[src/rtl/rs232_rx.sv]
// rs232_rx: 8N1 serial receiver in the CLKRS232 domain.
// Oversamples rxd on the rx_en strobe, checks the start bit at mid-bit and
// samples each data and stop bit one bit time later. Each good byte goes into a
// one-deep holding register with a ready/ack handshake.
//
// state   | meaning
// --------+------------------------------------------------------------
// S_IDLE  | line idle; waiting for rxd_s low on an rx_en
// S_START | counting to the middle of the start bit to confirm it
// S_DATA  | sampling DATABITS data bits, LSB first, one per bit time
// S_STOP  | sampling the stop bit; good -> load byte, low -> frame_err
// S_BREAK | stop bit was low; wait for the line to return high
module rs232_rx #(
  parameter int OVERSAMPLE = 8,
  parameter int DATABITS   = 8
) (
  input  logic                clk,
  input  logic                reset,
  input  logic                rx_en,
  input  logic                rxd,
  output logic [DATABITS-1:0] data_out,
  output logic                data_ready,
  input  logic                data_ack,
  output logic                frame_err,
  output logic                overrun
);

  localparam int SW = $clog2(OVERSAMPLE);
  localparam int BW = (DATABITS > 1) ? $clog2(DATABITS) : 1;
  localparam logic [SW-1:0] HALF_M1  = SW'(OVERSAMPLE / 2 - 1);
  localparam logic [SW-1:0] FULL_M1  = SW'(OVERSAMPLE - 1);
  localparam logic [BW-1:0] LAST_BIT = BW'(DATABITS - 1);

  typedef enum logic [2:0] {S_IDLE, S_START, S_DATA, S_STOP, S_BREAK} state_t;

  state_t                state, state_n;
  logic [SW-1:0]         sample_cnt, sample_n;
  logic [BW-1:0]         bit_cnt, bit_n;
  logic [DATABITS-1:0]   shift, shift_n;
  logic                  sync1, rxd_s;
  logic                  byte_done, stop_bad;

  // Two-flop synchronizer on the asynchronous pin; runs every clk.
  always_ff @(posedge clk) begin
    if (reset) begin
      sync1 <= 1'b1;
      rxd_s <= 1'b1;
    end else begin
      sync1 <= rxd;
      rxd_s <= sync1;
    end
  end

  // Receiver state, counters and shift register.
  always_ff @(posedge clk) begin
    if (reset) begin
      state      <= S_IDLE;
      sample_cnt <= '0;
      bit_cnt    <= '0;
      shift      <= '0;
    end else begin
      state      <= state_n;
      sample_cnt <= sample_n;
      bit_cnt    <= bit_n;
      shift      <= shift_n;
    end
  end

  // Next-state logic; everything advances only on rx_en.
  always_comb begin
    state_n   = state;
    sample_n  = sample_cnt;
    bit_n     = bit_cnt;
    shift_n   = shift;
    byte_done = 1'b0;
    stop_bad  = 1'b0;
    if (rx_en) begin
      case (state)
        S_IDLE: begin
          if (!rxd_s) begin
            state_n  = S_START;
            sample_n = '0;
          end
        end
        S_START: begin
          if (sample_cnt == HALF_M1) begin
            sample_n = '0;
            if (!rxd_s) begin
              state_n = S_DATA;
              bit_n   = '0;
            end else begin
              state_n = S_IDLE;
            end
          end else begin
            sample_n = sample_cnt + SW'(1);
          end
        end
        S_DATA: begin
          sample_n = sample_cnt + SW'(1);
          if (sample_cnt == FULL_M1) begin
            shift_n = {rxd_s, shift[DATABITS-1:1]};
            bit_n   = bit_cnt + BW'(1);
            if (bit_cnt == LAST_BIT) state_n = S_STOP;
          end
        end
        S_STOP: begin
          sample_n = sample_cnt + SW'(1);
          if (sample_cnt == FULL_M1) begin
            if (rxd_s) begin
              byte_done = 1'b1;
              state_n   = S_IDLE;
            end else begin
              stop_bad  = 1'b1;
              state_n   = S_BREAK;
            end
          end
        end
        S_BREAK: begin
          if (rxd_s) state_n = S_IDLE;
        end
        default: state_n = S_IDLE;
      endcase
    end
  end

  // Holding register and handshake; a completing byte takes priority over ack.
  always_ff @(posedge clk) begin
    if (reset) begin
      data_out   <= '0;
      data_ready <= 1'b0;
      frame_err  <= 1'b0;
      overrun    <= 1'b0;
    end else begin
      frame_err <= stop_bad;
      if (byte_done) begin
        data_out   <= shift;
        data_ready <= 1'b1;
        overrun    <= data_ready & ~data_ack;
      end else if (data_ack && data_ready) begin
        data_ready <= 1'b0;
        overrun    <= 1'b0;
      end
    end
  end

endmodule
[config.mk]
export PLATFORM = sky130hd
export DESIGN_NAME = rs232_rx
export DESIGN_NICKNAME = d
export VERILOG_FILES = /design/src/rtl/rs232_rx.sv
export SDC_FILE = /design/constraint.sdc
export NUM_CORES = 1
export LEC_CHECK = 0
export CORE_MARGIN = 2
export CORE_UTILIZATION = 35
export DETAILED_ROUTE_END_ITERATION = 12
export SETUP_SLACK_MARGIN = 0.15
export SLEW_MARGIN = 20
export SYNTH_ARGS = -nofsm -noshare
export SYNTH_HDL_FRONTEND = slang
export SYNTH_SLANG_ARGS = --single-unit
[constraint.sdc]
create_clock -name clk -period 3 [get_ports clk]
set_input_delay 0.6 -clock clk [delete_from_list [all_inputs] [get_ports clk]]
set_output_delay 0.6 -clock clk [all_outputs]
set_load 0.02 [all_outputs]
==> results.md, run 1 <==
* Synth area leaders: dfxtp_1 45%, mux2i_1 14%, ha_1 5.7%
* Multi-input gate area at 667 sq um
* Worst vdd ir at 0.236 mV
* Most frequent cell after synthesis: dfxtp_1
* H-tree depth at 2
* Setup bufs post-CTS at 0
* Die ar. at 4290 sq um
* Met2 routed WL at 1.17 mm
* First-pass GRT wire length at 4.22 mm
* Pwr dens at 480 nW/um^2
* CTS Hold Bufs at 0
* CP Launch Type: flop
* # rows at 22
* Final min period at 1900 ps
* Syn Inst Count at 134
* Most frequent cells after synthesis: 30 x dfxtp_1, 20 x nor2_1, 18 x mux2i_1, 7 x nand2b_1
* Clock transition at the registers of the reported paths at 70 ps
* Flops & latches, synth at 30
* Clock Sink Count at 30
* Detailed router's first-iteration violation count at 72
* Layout cell share with drive strength beyond 1 at 13.8%
* CTS buffer count at 5
* Synth Warn # at 0
* Grt total ovfl at 0
* Nets@finish at 162
* Register area share after synthesis at 45.4%
* Final worst clock skew at 2.00 ps
* Via count at 972
* Total iterations of the first detailed-routing run at 4
* Ports at 16
* Total power at 774 uW
* Status: finished, final reports clean
* Layout Cells excl Fill at 200
* Endpoints failing hold at 0
* I/O Buffers at 15
* Detailed Route WL at 2.47 mm
* Detailed-route wire length per cell at 12.3 microns
* Post-Syn Area at 1320 sq um
* Ys async rst share at 0%
* Worst-margin pin slew at 612 ps
* CP Cell Sequence: ha_1 -> ha_1 -> or4b_1 -> o311ai_2 -> nor3_1 -> a211oi_2
* Met1 WL at 1.18 mm
* Vias in the first global route at 964
* Filler cells at 373
* Number of synthesized flops with an enable pin at 0
* Area Overhead vs Synth at 22.0%
* Routed vias/inst at 4.86
* Post-route ant nets at 0
* Leakage power at 0.554 nW
* Diode count at 0
* Avg Inst Size Synth at 9.87 sq um
* DRC Markers at 0
* Max layer used: met4
* CTS tree: built
* Post-CTS sizing at 0
* Core Box Area at 3630 sq um
* CP Capture Type: flop
* Cell taking the most area after synthesis: dfxtp_1
* Slew Limit Fails at 0
* Primary FF master, synth: dfxtp_1
* Tot GR Track Use at 12.9%
* Metal3 WL at 90 microns
* Sequential Area at 601 sq um
* Fmax at 527 MHz
* Buffers and inverters on the worst path at 0
* Clock Tree Root: clkbuf_8
* WS Path Type: flop to flop
* Max stage delay cell, worst path: or4b_1
* DPL Wire Length at 1.70 mm
* Placed cells at 192
* Slew margin rel. at 59.1%
* Die Y at 65.5 microns
* GP Congestion at 0.728
* Post-Syn Nets at 145
* CP required at 3200 ps
* Crit path max-delay family: simple AND/OR/NAND/NOR gates
* CP Data Arrival Time at 2090 ps
* Max-capacitance violation count at 0
* Worst-path fanout max at 8
* RSZ-0062 raised after global routing: no
* Die X at 65.5 microns
* Final Setup Violations at 0
* Crit-path most repeated cell: ha_1
* Clock Latency Late Sink at 280 ps
* Final core utilization at 44.4%
* Antenna violations before repair at 0
* HP Class: flop to flop
* Top-area cell type share of the netlist area at 45.4%
* Initial Utilization at 36.4%
* Setup slack, reg-to-reg at 1100 ps
* Crit share post-route at 63.2%
* Yosys cell types at 30
* Largest net degree at the start of global routing at 17
* Setup TNS at 0 ps
* Clk buf depth at 2
* CP peak stage delay at 480 ps
==> flip-flops by register name, indices dropped and copies added, names as in the netlist <==
name        flops
bit_cnt         3
overrun         1
frame_err       1
rxd_s           1
sync1           1
data_ready      1
shift           8
data_out        8
sample_cnt      3
state           3
==> worst register-to-register path, stage by stage, from the launching register on <==
cell	delay [ps]
dfxtp_1	320
ha_1	230
ha_1	210
or4b_1	480
o311ai_2	200
nor3_1	150
a211oi_2	230
==> cells by family after synthesis <==
| logic type | count (synthesis) | share of synthesized area, % |
|---|---|---|
| AOI/OAI and AO/OA | 21 | 13.0 |
| and+or+nand+nor | 45 | 16.9 |
| DFF | 30 | 45.4 |
| buffers and inverters | 13 | 4.54 |
| adders and majority gates | 6 | 5.68 |
| muxes | 19 | 14.5 |
==> metrics by stage <==
stage          cell area (sq um)  hold WS, ps  setup slack, ps
6_report                    1610          426             1100
4_1_cts                     1610          434             1090
3_3_place_gp                1520          391              938
2_1_floorplan               1320          389             1260
5_1_grt                     1610          440              941
3_5_place_dp                1520          417              911
==> final timing paths <==
check | startpoint | endpoint | cells after the start
worst max-delay path | sample_cnt[0] | bit_cnt[0] | 6
worst min-delay path | sync1 | rxd_s | 1
worst max register to register | sample_cnt[0] | bit_cnt[0] | 6
worst min register to register | sync1 | rxd_s | 1
==> layer usage <==
layer,vias up,global-route usage [%]
met5,-,0
met4,0,6.25
met3,2,3.77
met2,14,21.0
met1,454,15.6
li1,502,-
==> cell usage in the layout (no fill, tap or decap), drive strengths merged, types with 2 or more instances in the layout <==
cell type,instances
o31ai,2
clkdlybuf4s50,15
or3,2
buf,3
ha,6
nor2,21
inv,5
o41ai,2
mux2i,18
nor3,3
o311ai,2
dfxtp,30
a21oi,6
a211oi,3
nor2b,2
clkbuf,6
o21bai,2
nand2,4
or2,3
o211ai,2
nand2b,7
==> report_power, final <==
part	switching, mW	internal [mW]
combinational	0.0158	0.0140
sequential	0.00461	0.401
clock	0.155	0.184
total	0.175	0.599
==> final cells by class <==
class	count	share of cell area (%)
clock buffers	6	5.12
clock inverters	2	0.775
multi-input cells	91	41.3
flip-flops and latches	30	37.2
inverters	5	1.16
well taps	48	3.72
repair buffers	18	10.7
No activity file was read; power rests on OpenSTA's default activity.
==> run 2, diff against run 1 <==
==> constraint.sdc (replaced) <==
create_clock -name clk -period 1.9 [get_ports clk]
set_input_delay 0.38 -clock clk [delete_from_list [all_inputs] [get_ports clk]]
set_output_delay 0.38 -clock clk [all_outputs]
set_load 0.02 [all_outputs]
==> results.md, run 2 (synthesis gave the netlist of run 1 again) <==
* Post-route ant nets at 0 (unchanged)
* Commonest non-fill, non-tap cell in the layout: dfxtp_1
* M3 GR Usage at 5.82% (+2.1 points)
* Post-layout instance area at 1700 sq um (+5.5%)
* H-tree depth at 2 (unchanged)
* Final core utilization at 46.9% (+2.4 points)
* DPL Wire Length at 1.73 mm (+2.1%)
* Cell Area, Placed at 1540 sq um (+1.5%)
* Area Overhead vs Synth at 28.8%
* Clock transition at the registers of the reported paths at 70 ps (about the same)
* Clock Sink Count at 30 (unchanged)
* M2 GR Usage at 21.8% (+0.77 points)
* Routed vias/inst at 5.04 (+3.7%)
* Antenna violations before repair at 0 (unchanged)
* Crit share post-route at 90.6% (+27 points)
* HP Class: flop to flop
* Grt total ovfl at 0 (unchanged)
* Die X at 65.5 microns (unchanged)
* Busiest layer in global routing: met2
* CTS buffer count at 5 (unchanged)
* Final Setup Violations at 0 (unchanged)
* Slew Limit Fails at 0 (unchanged)
* Tot GR Track Use at 13.6% (+0.65 points)
* Clk buf depth at 2 (unchanged)
* Filler cells at 374 (+0.27%)
* Worst-path fanout max at 6 (-2)
* Clock Tree Root: clkbuf_8
* Die Y at 65.5 microns (unchanged)
* Worst vdd ir at 0.486 mV (+110%)
* Vias in the first global route at 984 (+2.1%)
* CP Launch Type: flop
* Fmax at 581 MHz (+10%)
* I/O Buffers at 15 (unchanged)
* Clock Latency Late Sink at 290 ps (about the same)
* DRC Markers at 0 (unchanged)
* Setup TNS at 0 ps (unchanged)
* # rows at 22 (unchanged)
* Worst-margin pin slew at 435 ps (-177 ps)
* R2R cell count at 6 (unchanged)
* Endpoints failing hold at 0 (unchanged)
* Met1 Use GR at 15.7% (+0.096 points)
* Initial Utilization at 36.4% (unchanged)
* Diode count at 0 (unchanged)
* Total iterations of the first detailed-routing run at 4 (unchanged)
* Detailed-route wire length per cell at 12.8 microns (+4.0%)
* Nets@finish at 167 (+3.1%)
* First-pass GRT wire length at 4.40 mm (+4.1%)
* Layout cell share with drive strength beyond 1 at 21.0% (+7.2 points)
* CP required at 2110 ps (-1090 ps)
* Status: finished, final reports clean
* WS Path Type: flop to flop
* CP Capture Type: flop
* Largest registers: data_out: 8 flops, shift: 8 flops
* GP Congestion at 0.856 (+18%)
* Worst Hold Path Cells at 1 (unchanged)
* Final worst clock skew at 4.61 ps (+2.61 ps)
* Max-capacitance violation count at 0 (unchanged)
* Slew margin rel. at 70.9% (+12 points)
* Post-route setup slack at 179 ps (-925 ps)
* CTS Hold Bufs at 0 (unchanged)
* RSZ-0062 raised after global routing: yes
* CTS tree: built
* Setup Slack @ Placement at 55.4 ps (-855 ps)
* Pwr dens at 723 nW/um^2 (+51%)
* Core Box Area at 3630 sq um (unchanged)
* Most frequent cells in the layout: 27 x dfxtp_1, 20 x nor2_1, 18 x mux2i_1, 15 x clkdlybuf4s50_1
* Die ar. at 4290 sq um (unchanged)
* Largest net degree at the start of global routing at 16 (-1)
* Final min period at 1720 ps (-175 ps)
* CP Data Arrival Time at 1940 ps (-150 ps)
* Detailed Route WL at 2.63 mm (+6.6%)
* Via count at 1033 (+6.3%)
* Ports at 16 (unchanged)
* Leakage power at 0.582 nW (+5.0%)
* Detailed router's first-iteration violation count at 63 (-13%)
==> run 2: cell count changes in the layout (fill, tap and decap cells not counted), sizes merged <==
cell / previous run / this run
buf: 3 / 8
==> run 2: power by group <==
group	total, mW	switching, mW	internal [mW]
combinational	0.0554	0.0280	0.0274
clock	0.534	0.243	0.290
sequential	0.642	0.00836	0.634
total	1.23	0.280	0.952
==> run 2: layer usage <==
layer | routed length [microns] | up-vias
met4 | 43 | 0
met2 | 1250 | 28
li1 | - | 511
met5 | 0 | -
met1 | 1200 | 489
met3 | 141 | 5
==> run 2: repair_timing <==
item | 4_1_cts | 5_1_grt
pin swaps | 3 | 3
endpoints found under the setup margin | 6 | 5
buffers inserted | 2 | 0
endpoints found under the hold margin | 0 | 0
cloned | 0 | 0
gates resized for setup | 9 | 3
==> run 2: layout make-up <==
| class | instances | area [sq um] | share of cell area, % |
|---|---|---|---|
| Multi-Input combinational cell | 91 | 711 | 41.7 |
| Tap cell | 48 | 60.1 | 3.53 |
| Timing Repair Buffer | 23 | 214 | 12.6 |
| Inverter | 5 | 18.8 | 1.10 |
| Clock inverter | 2 | 12.5 | 0.735 |
| Clock buffer | 6 | 82.6 | 4.85 |
| Sequential cell | 30 | 604 | 35.5 |
==> run 2: critical path, cell delays in order, from the launching register on <==
cell      delay [ps]
dfxtp_2          340
ha_4             160
ha_4             160
or4b_4           520
o311ai_4         150
o31ai_1          150
a21oi_1          160
==> run 2: final timing paths <==
path	slack (ps)	endpoint	from
max reg2reg	180	bit_cnt[2]	sample_cnt[1]
min	410	rxd_s	sync1
min reg2reg	410	rxd_s	sync1
max	180	bit_cnt[2]	sample_cnt[1]
==> run 2: through the flow <==
step | total power, mW | std cells | hold WS [ps]
finish | 1.23 | 205 | 412
detailed placement | 0.704 | 195 | 399
global route | 1.30 | 205 | 440
floorplan | 0.684 | 134 | 389
global placement | 0.702 | 195 | 392
CTS | 1.26 | 205 | 418
==> run 3, diff against run 2 <==
--- a/config.mk
+++ b/config.mk
@@ -6,8 +6,9 @@
 export NUM_CORES = 1
 export LEC_CHECK = 0
 export CORE_MARGIN = 2
-export CORE_UTILIZATION = 35
+export CORE_UTILIZATION = 44
 export DETAILED_ROUTE_END_ITERATION = 12
+export PLACE_DENSITY = 0.65
 export SETUP_SLACK_MARGIN = 0.15
 export SLEW_MARGIN = 20
 export SYNTH_ARGS = -nofsm -noshare
==> results.md, run 3 (synthesis gave the netlist of run 1 again) <==
* Status: complete, but fails checks
* Failing checks: design-rule violations
* Gate power share at 5.1% (+0.6 points)
* Antenna violations before repair at 0 (unchanged)
* P_int at 838 uW (-12%)
* WS Path Type: flop to flop
* Die ar. at 3460 sq um (-19%)
* Final Setup Violations at 0 (unchanged)
* Net Sw Frac at 22.5% (-0.23 points)
* Max-capacitance violation count at 0 (unchanged)
* CTS buffer count at 5 (unchanged)
* Most frequent cells in the layout: 27 x dfxtp_1, 20 x nor2_1, 18 x mux2i_1, 14 x clkdlybuf4s50_1, 8 x buf_4
* RSZ-0062 raised after global routing: no
* Clock Sink Count at 30 (unchanged)
* Total iterations of the first detailed-routing run at 8 (+4)
* Detailed-route wire length per cell at 12.7 microns (-1.3%)
* Die X at 58.8 microns (-10%)
* CTS tree: built
* Commonest non-fill, non-tap cell in the layout: dfxtp_1
* CP required at 2150 ps (+40 ps)
* Clock power frac at 35.7% (-7.6 points)
* DRC Markers at 1 (+1)
* CTS Hold Bufs at 0 (unchanged)
* Post-route setup slack at 207 ps (+27.7 ps)
* Post-route ant nets at 0 (unchanged)
* Switch Pwr at 243 uW (-13%)
* M3 GR Usage at 7.91% (+2.1 points)
* H-tree depth at 2 (unchanged)
* Clock transition at the registers of the reported paths at 90 ps (+20 ps)
* DPL Wire Length at 1.68 mm (-3.2%)
* Crit share post-route at 89.1% (-1.5 points)
* Detailed router's first-iteration violation count at 59 (-6.3%)
* Ports at 16 (unchanged)
* Hold Path Origin: sync1
* CP Data Arrival Time at 1940 ps (about the same)
* Layout cell share with drive strength beyond 1 at 21.0% (unchanged)
* Tot GR Track Use at 15.7% (+2.1 points)
* Worst-margin pin slew at 455 ps (+19.6 ps)
* Endpoints failing hold at 0 (unchanged)
* Sequential Power Share at 59.1% (+6.9 points)
* Filler cells at 257 (-31%)
* Clock Latency Late Sink at 320 ps (+30 ps)
* Clk buf depth at 2 (unchanged)
* Sequential Area at 604 sq um (unchanged)
* Layout Cells excl Fill at 188 (-8.3%)
* CP Capture Type: flop
* CP Launch Type: flop
* Slew Limit Fails at 0 (unchanged)
* Routed vias/inst at 5.36 (+6.4%)
* Grt total ovfl at 0 (unchanged)
* Largest registers: data_out: 8 flops, shift: 8 flops
* Area Overhead vs Synth at 24.2%
* Multi-input gate area at 708 sq um (-0.35%)
* Nets@finish at 167 (unchanged)
* Core Box Area at 2810 sq um (-23%)
* Leakage power at 0.596 nW (+2.5%)
* Cell Area, Placed at 1530 sq um (-0.73%)
* Vias in the first global route at 935 (-5.0%)
* Setup Slack @ Placement at 8.98 ps (-46.5 ps)
* Setup TNS at 0 ps (unchanged)
* Final core utilization at 58.6% (+12 points)
* M2 GR Usage at 22.2% (+0.41 points)
* R2r startpoint: sample_cnt[0]
* Diode count at 0 (unchanged)
* HP Class: flop to flop
* Largest net degree at the start of global routing at 15 (-1)
* Initial Utilization at 47.1% (+11 points)
* Slew margin rel. at 69.6% (-1.3 points)
* Worst vdd ir at 0.553 mV (+14%)
* Placed cells at 180 (-7.7%)
* Via count at 1008 (-2.4%)
* Clock Tree Root: clkbuf_4
* Post-layout instance area at 1640 sq um (-3.5%)
* Setup bufs post-CTS at 0 (-2)
* First-pass GRT wire length at 3.97 mm (-9.7%)
* Final min period at 1690 ps (-27.7 ps)
* Final worst clock skew at 10.2 ps (+5.61 ps)
* Busiest layer in global routing: met2
* I/O Buffers at 15 (unchanged)
* Die Y at 58.8 microns (-10%)
* GP Congestion at 0.792 (-7.6%)
* Pwr dens at 658 nW/um^2 (-9.0%)
* Detailed Route WL at 2.38 mm (-9.5%)
* Fmax at 591 MHz (+1.6%)
* Met1 Use GR at 19.4% (+3.7 points)
* # rows at 19 (-14%)
* Setup slack, reg-to-reg at 210 ps (+30 ps)
* Crit. Startpoint: sample_cnt[0]
* Worst-path fanout max at 8 (+2)
run 3: changes by cell type in the layout (fill, tap and decap cells not counted), sizes merged:
| cell | previous run | this run |
|---|---|---|
| clkbuf | 6 | 7 |
| clkinvlp | 1 | 0 |
| dlymetal6s2s | 0 | 1 |
| clkdlybuf4s50 | 15 | 14 |
run 3: path summary, 6_finish.rpt:
path / to / cells past startpoint
worst min-delay path: rxd_s / 1
worst min register to register: rxd_s / 1
worst max-delay path: bit_cnt[0] / 6
worst max register to register: bit_cnt[0] / 6
run 3: worst max-delay path, cell delays in order (launching register included):
cell      delay [ps]
dfxtp_2          340
ha_4             160
ha_2             170
or4b_4           500
o311ai_4         160
nor3_2            90
a211oi_2         210
run 3: cell type report:
class,count,share of cell area [%]
repair buffers,23,12.9
clock inverters,1,0.305
clock buffers,7,3.35
multi-input cells,91,43.1
inverters,5,1.14
flip-flops and latches,30,36.8
well taps,31,2.36
run 3: repair_timing:
item	in CTS	in global routing
gates resized for setup	6	7
pin swaps	1	1
endpoints found under the setup margin	6	15
run 3: layer usage:
layer	part of all wire, %	wire, microns	vias up
met5	0	0	-
met3	4.9	116	7
li1	-	-	510
met1	47	1130	470
met4	2.2	53	0
met2	46	1080	21
run 3: through the flow:
step                      total power, mW  hold slack [ps]
after floorplan                     0.684              389
after global placement              0.703              393
after detailed placement            0.705              394
after CTS                            1.10              415
after global routing                 1.14              441
final                                1.08              413
run 3: power groups by stage:
stage / Combinational (mW) / Clock, mW / Sequential, mW
floorplan: 0.0332 / 0 / 0.651
global placement: 0.0496 / 0 / 0.653
detailed placement: 0.0513 / 0 / 0.654
CTS: 0.0537 / 0.404 / 0.639
global route: 0.0607 / 0.437 / 0.641
finish: 0.0556 / 0.387 / 0.639
